--- config.mk ---
export PLATFORM = sky130hd
export DESIGN_NAME = pc_gen
export DESIGN_NICKNAME = d
export VERILOG_FILES = /design/src/rtl/pc_gen_pkg.sv /design/src/rtl/pc_redirect_buf.sv /design/src/rtl/pc_gen.sv
export SDC_FILE = /design/constraint.sdc
export NUM_CORES = 1
export LEC_CHECK = 0
export BUFFER_PORTS_ARGS = -buffer_cell sky130_fd_sc_hd__clkbuf_2
export CAP_MARGIN = 30
export CORE_MARGIN = 2
export CORE_UTILIZATION = 50
export CTS_CLUSTER_DIAMETER = 30
export DETAILED_ROUTE_END_ITERATION = 8
export PLACE_DENSITY = 0.76
export SETUP_SLACK_MARGIN = 0.2
export SLEW_MARGIN = 30
export SYNTH_ARGS = -nofsm -noshare
export SYNTH_HDL_FRONTEND = slang
export SYNTH_SLANG_ARGS = --single-unit
--- constraint.sdc ---
create_clock -name clk -period 3.8 [get_ports clk]
set_clock_uncertainty 0.2 [all_clocks]
set_input_delay 0.76 -clock clk [delete_from_list [all_inputs] [get_ports clk]]
set_output_delay 0.76 -clock clk [all_outputs]
set_load 0.03 [all_outputs]
--- src/rtl/pc_gen_pkg.sv ---
// Shared constants for the IF-stage program-counter generator: stall bus layout,
// enable/reset encodings and the default reset vector / instruction size.
package pc_gen_pkg;

    localparam int   STALL_BUS_W   = 6;
    localparam int   STALL_IF_BIT  = 0;
    localparam logic STALL_ENABLE  = 1'b1;
    localparam logic STALL_DISABLE = 1'b0;

    localparam logic CHIP_ENABLE   = 1'b1;
    localparam logic CHIP_DISABLE  = 1'b0;
    localparam logic RST_ENABLE    = 1'b1;

    localparam logic [31:0] DEFAULT_RESET_VECTOR = 32'h0000_0000;
    localparam int          DEFAULT_INST_BYTES   = 4;

endpackage

--- src/rtl/pc_redirect_buf.sv ---
// One-entry buffer for a branch that arrived while IF was stalled.
// Clear wins over capture so a redirect consuming the entry cannot be re-armed.
module pc_redirect_buf
    import pc_gen_pkg::*;
#(
    parameter int ADDR_W = 32
) (
    input  logic              clk,
    input  logic              rst,
    input  logic              capture,
    input  logic              clear,
    input  logic [ADDR_W-1:0] target_in,
    output logic              valid,
    output logic [ADDR_W-1:0] target
);

    logic              valid_q, valid_d;
    logic [ADDR_W-1:0] target_q, target_d;

    always_comb begin
        valid_d  = valid_q;
        target_d = target_q;
        if (clear) begin
            valid_d = 1'b0;
        end else if (capture) begin
            valid_d  = 1'b1;
            target_d = target_in;
        end
    end

    always_ff @(posedge clk) begin
        if (rst == RST_ENABLE) begin
            valid_q  <= 1'b0;
            target_q <= '0;
        end else begin
            valid_q  <= valid_d;
            target_q <= target_d;
        end
    end

    assign valid  = valid_q;
    assign target = target_q;

endmodule

--- src/rtl/pc_gen.sv ---
// IF-stage program counter: reset vector, sequential increment, flush and branch
// redirects, with a stalled branch parked in pc_redirect_buf until IF resumes.
module pc_gen
    import pc_gen_pkg::*;
#(
    parameter int                ADDR_W       = 32,
    parameter logic [ADDR_W-1:0] RESET_VECTOR = ADDR_W'(DEFAULT_RESET_VECTOR),
    parameter int                INST_BYTES   = DEFAULT_INST_BYTES,
    parameter int                STALL_W      = STALL_BUS_W
) (
    input  logic               clk,
    input  logic               rst,
    input  logic [STALL_W-1:0] ctrl_stall,
    input  logic               flush,
    input  logic [ADDR_W-1:0]  flush_pc,
    input  logic               branch_flag,
    input  logic [ADDR_W-1:0]  branch_target,
    output logic [ADDR_W-1:0]  pc,
    output logic               ce,
    output logic               redirect_pending
);

    localparam logic [ADDR_W-1:0] PC_STEP    = ADDR_W'(INST_BYTES);
    localparam logic [ADDR_W-1:0] ALIGN_MASK = ~ADDR_W'(INST_BYTES - 1);

    logic [ADDR_W-1:0] pc_q, pc_d;
    logic              ce_q, ce_d;
    logic              stall_if;
    logic              buf_capture, buf_clear;
    logic              buf_valid;
    logic [ADDR_W-1:0] buf_target;
    logic              stall_unused;

    // Only the IF bit of the stall bus matters to this stage.
    assign stall_if     = (ctrl_stall[STALL_IF_BIT] == STALL_ENABLE);
    assign stall_unused = &ctrl_stall;

    always_comb begin
        pc_d        = pc_q;
        ce_d        = CHIP_ENABLE;
        buf_capture = 1'b0;
        buf_clear   = 1'b0;
        if (rst == RST_ENABLE) begin
            ce_d      = CHIP_DISABLE;
            pc_d      = RESET_VECTOR;
            buf_clear = 1'b1;
        end else if (ce_q == CHIP_DISABLE) begin
            // First cycle out of reset presents the reset vector; redirects are ignored.
            pc_d      = RESET_VECTOR;
            buf_clear = 1'b1;
        end else if (flush) begin
            pc_d      = flush_pc & ALIGN_MASK;
            buf_clear = 1'b1;
        end else if (!stall_if && branch_flag) begin
            pc_d      = branch_target & ALIGN_MASK;
            buf_clear = 1'b1;
        end else if (!stall_if && buf_valid) begin
            pc_d      = buf_target;
            buf_clear = 1'b1;
        end else if (!stall_if) begin
            pc_d = pc_q + PC_STEP;
        end else if (branch_flag) begin
            buf_capture = 1'b1;
        end
    end

    always_ff @(posedge clk) begin
        if (rst == RST_ENABLE) begin
            pc_q <= RESET_VECTOR;
            ce_q <= CHIP_DISABLE;
        end else begin
            pc_q <= pc_d;
            ce_q <= ce_d;
        end
    end

    pc_redirect_buf #(
        .ADDR_W(ADDR_W)
    ) u_redirect_buf (
        .clk      (clk),
        .rst      (rst),
        .capture  (buf_capture),
        .clear    (buf_clear),
        .target_in(branch_target & ALIGN_MASK),
        .valid    (buf_valid),
        .target   (buf_target)
    );

    assign pc               = pc_q;
    assign ce               = ce_q;
    assign redirect_pending = buf_valid;

endmodule
==> flow_summary.rst <==
.. list-table::
   :header-rows: 1

   * - Metric
     - Value
   * - Result of the run
     - finished, final reports clean
   * - Unique cell type count in the Yosys netlist
     - 56
   * - Register-to-register setup slack
     - 1.21 ns
   * - Quantity of I/O buffers inserted on ports
     - 98
   * - Top cells by area in the synthesized netlist
     - dfxtp_1, nand2_1, a21oi_1
   * - First-pass GRT wire length
     - 20320 um
   * - Slew Limit Headroom
     - 0.4952
   * - Clock input transition at the sequential cells of the worst setup and hold paths
     - 0.07 ns
   * - Final GP Congestion
     - 0.9712
   * - Flip-flop and latch count after synthesis
     - 64
   * - Post-synth EDFFs
     - 0
   * - Proportion of power drawn by flip-flops and latches
     - 0.460
   * - Starting utilization of the core area
     - 0.5180
   * - Number of buffers and inverters on the critical path
     - 0
   * - Routing layer with the top usage in global route
     - met1
   * - Met1 demand-to-capacity share in global routing
     - 0.4601
   * - Arr. time, crit path
     - 2.63 ns
   * - Portion of total power attributed to combinational logic
     - 0.166
   * - Worst-case setup slack after placement
     - 0.9831 ns
   * - Number of instances in the synthesized netlist
     - 517
   * - Final worst path period share
     - 0.6821
   * - Time the worst path needs with I/O delays and setup
     - 2.592 ns
   * - Global routing met3 resource utilization
     - 0.06511
   * - Detailed-route vias per instance
     - 6.209
   * - Transition time at the pin with the least slew margin
     - 0.7492 ns
   * - Initial antenna violation count
     - 0
   * - Placed cell area
     - 4369 um2
   * - Finish-stage setup viols
     - 0
   * - Wire length after detailed routing
     - 13020 um
   * - Share of cells above drive strength 1
     - 0.2328
   * - Antenna diode count
     - 0
   * - Global routing usage on met2
     - 0.4521
   * - Required time at the endpoint of the critical path
     - 3.84 ns
   * - Final nets
     - 681
   * - Smallest setup slack after layout
     - 1.208 ns
   * - Area inside the core boundary
     - 7253 um2
   * - Maximum fanout along the worst path
     - 11
   * - Number of failing hold endpoints at the final stage
     - 0
   * - Max stage delay on crit path
     - 0.67 ns
   * - Proportion of netlist area held by the largest area contributor
     - 0.3410
   * - TritonCTS clock tree
     - done
   * - CTS sink cnt
     - 64
   * - DRC violation total after the first TritonRoute iteration
     - 436
   * - Most frequently used flop master after synthesis
     - dfxtp_1
   * - Non-filler instance count after layout
     - 709
   * - Number of design rule violations left after detail routing
     - 0
   * - Count of hold buffers inserted by post-cts repair
     - 0
   * - I/O pin count
     - 108
   * - Maximum root-to-sink buffer count
     - 2
   * - Class of the most critical hold timing path
     - flip-flop to flip-flop
   * - Destination of the worst hold path
     - u_redirect_buf.target[6]
   * - Total track usage
     - 0.3131
   * - Syn nets
     - 592
   * - Hold Path Stages
     - 2
   * - Placed cell count
     - 694
   * - Reported leakage power
     - 1.814 nW
   * - # resized after CTS
     - 0
   * - Full die area
     - 8224 um2
   * - Cell internal pwr
     - 1.099 mW
   * - Maximum level of the CTS H-tree
     - 3
   * - Setup tns final
     - 0 ns
   * - Synth-to-Final Area Change
     - 21.25%
   * - Area leader, netlist
     - dfxtp_1
   * - Type of element launching the critical path
     - flip-flop
   * - Layout Cell Area excl Fill
     - 4556 um2
   * - Largest delay share family, worst path
     - simple AND/OR/NAND/NOR gates
   * - Total power consumption of the routed design
     - 1.562 mW
   * - Highest-delay cell along the critical path
     - or4_4
   * - Mean instance size in the synthesized netlist
     - 7.268 um2
   * - Maximum number of pins on one net before global-route repair
     - 33
   * - Library cell used as clock root buffer
     - clkbuf_8
   * - Number of warnings issued by yosys
     - 0
   * - Congestion Overflow GR
     - 0
   * - Cell-by-cell listing of the critical path
     - ha_1, nand3_1, or4_4, nor3_1, a31oi_1, o22a_2
   * - Worst supply voltage drop on vdd
     - 0.1910 mV
   * - Kind of capture point of the worst setup path
     - flip-flop
   * - Post-CTS setup buffers
     - 0
   * - Share of synthesized area occupied by flip-flops and latches
     - 0.3410
   * - RR Endpoint
     - pc[30]
   * - P_sw
     - 0.4626 mW
   * - Ratio of total power to cell area
     - 342.9 nW/um2
   * - Synth async-reset ratio
     - 0
   * - DRT Pass-1 Iters
     - 8
   * - Post-detailed-route wirelength per cell
     - 18.37 um
   * - Height of the die
     - 90.69 um
   * - Reg2reg path depth
     - 6
   * - Antenna-violating nets left
     - 0
   * - Vias in the first global route
     - 3797
   * - Unrepaired setup endpoints after global routing
     - no
   * - Clock insertion delay at the later pin of the skew report
     - 0.35 ns
   * - Width of the die
     - 90.69 um
   * - Count of pins over their slew limit
     - 0
   * - Worst min-delay path startpoint
     - u_redirect_buf.target[6]
   * - Switching share of power
     - 0.2962
   * - Num rows
     - 31
   * - DP HPWL
     - 9369 um
   * - Synth Cell Area
     - 3757 um2
   * - Max Clk Rate
     - 0.3858 GHz
   * - DR vias
     - 4402
   * - Category of the most critical setup path
     - flip-flop to flip-flop
   * - CTS buffer count
     - 9
   * - Clock power share
     - 0.374
   * - Launching point of the worst reg2reg path
     - pc[2]
   * - Reported max-cap violation count
     - 0
## metrics by stage
step,util,hold WS [ns]
after floorplan,-,0.2305
after global placement,0.6024,0.2386
after detailed placement,0.6024,0.2419
after CTS,0.6281,0.2563
after global routing,0.6281,0.2708
final,0.6281,0.2526
## cells by family (layout without fill, tap and decap cells)
family	Yosys count	in the layout	synth area share
buffers and inverters	49	142	0.05095
AO/OA/AOI/OAI	169	169	0.2854
adder cells (fa/ha/maj)	1	1	0.003329
AND/OR/NAND/NOR	215	215	0.2727
XOR/XNOR	13	13	0.03030
multiplexers	6	6	0.01632
flip-flops	64	64	0.3410
## cell usage after synthesis, types with 2 or more instances
master      n
o21a_1      2
mux2i_1     5
and4_1      4
o31a_1      4
o311ai_0    2
and2_1      3
o41ai_1     2
or3b_2      2
o31ai_1     2
dfxtp_1    64
a31oi_1    14
nand4_1    10
o221ai_1    8
nor4_1      8
nor2_1     23
a22o_1      4
xnor2_1     7
a21oi_1    64
o21bai_1    2
a221oi_1    3
xor2_1      6
nand2b_1   11
o211a_1     3
buf_1       3
o21ai_0    33
or3_1       3
and3_1     10
clkbuf_1   36
inv_1       9
nor3_1     18
a31o_2      2
a211oi_1    5
nor2b_1     4
a21o_1      4
nand2_1   100
a221o_1     2
nand3_1    16
## layout by cell type (no fill, tap or decap), types with 3 or more instances in the layout
cell type  netlist  layout
clkbuf_2         0      98
buf_4            0      20
nand4_1         10      10
inv_1            9       9
o211a_1          3       3
and3_1          10      10
xnor2_1          7       7
a21o_1           4       4
a221oi_1         3       3
clkinv_2         0       3
nand2_1        100     100
nor4_1           8       8
and2_1           3       3
nor2b_1          4       4
a211oi_1         5       5
o21ai_0         33      33
xor2_1           6       6
clkbuf_8         0      10
mux2i_1          5       5
o221ai_1         8       8
a21oi_1         64      64
a31oi_1         14      14
or3_1            3       3
and4_1           4       4
a22o_1           4       4
o31a_1           4       4
dfxtp_1         64      64
nor2_1          23      23
nor3_1          18      17
nand2b_1        11      11
nand3_1         16      16
## worst max path at each step
| stage | start | to | slack (ns) | cells past startpoint |
|---|---|---|---|---|
| after floorplan | pc[2] | pc[30] | 1.28 | 7 |
| after global placement | branch_flag | pc[30] | 1.02 | 7 |
| after detailed placement | branch_flag | u_redirect_buf.target[17] | 0.98 | 7 |
| after CTS | pc[2] | pc[30] | 1.24 | 6 |
| after global routing | pc[2] | pc[26] | 1.14 | 6 |
| final | pc[2] | pc[30] | 1.21 | 6 |
## flip-flops by register name, indices dropped and copies added (netlist names)
register and count:
u_redirect_buf.target 30, ce 1, pc 32, u_redirect_buf.valid 1
## routing by layer
layer | part of all wire | wire length [um] | up-vias
met3 | 0.11 | 1490 | 28
met1 | 0.44 | 5718 | 2018
met4 | 0.016 | 211 | 0
met5 | 0 | 0 | -
met2 | 0.43 | 5601 | 301
li1 | - | - | 2055
## worst min-delay path: cells and delay by family (launching register included)
family | cells | cell delay, ns
simple gates | 1 | 0.05
compound gates | 1 | 0.05
flops | 1 | 0.31
## area by class of cell
type | instances | area (um2)
fill | 722 | 2698
tap | 99 | 123.9
sequential | 64 | 1281
clock inverter | 4 | 45.04
multi-input combinational | 404 | 2290
inverter | 9 | 33.78
clock buffer | 11 | 141.4
timing repair buffer | 118 | 640.6
## power groups by stage
stage          registers, mW  logic, mW  clock network, mW
2_1_floorplan          0.754      0.122                  0
3_3_place_gp           0.732      0.249                  0
3_5_place_dp           0.733      0.252                  0
4_1_cts                0.717      0.253              0.585
5_1_grt                0.721      0.278              0.616
6_report               0.718      0.259              0.585
No activity file was read; power rests on OpenSTA's default activity.
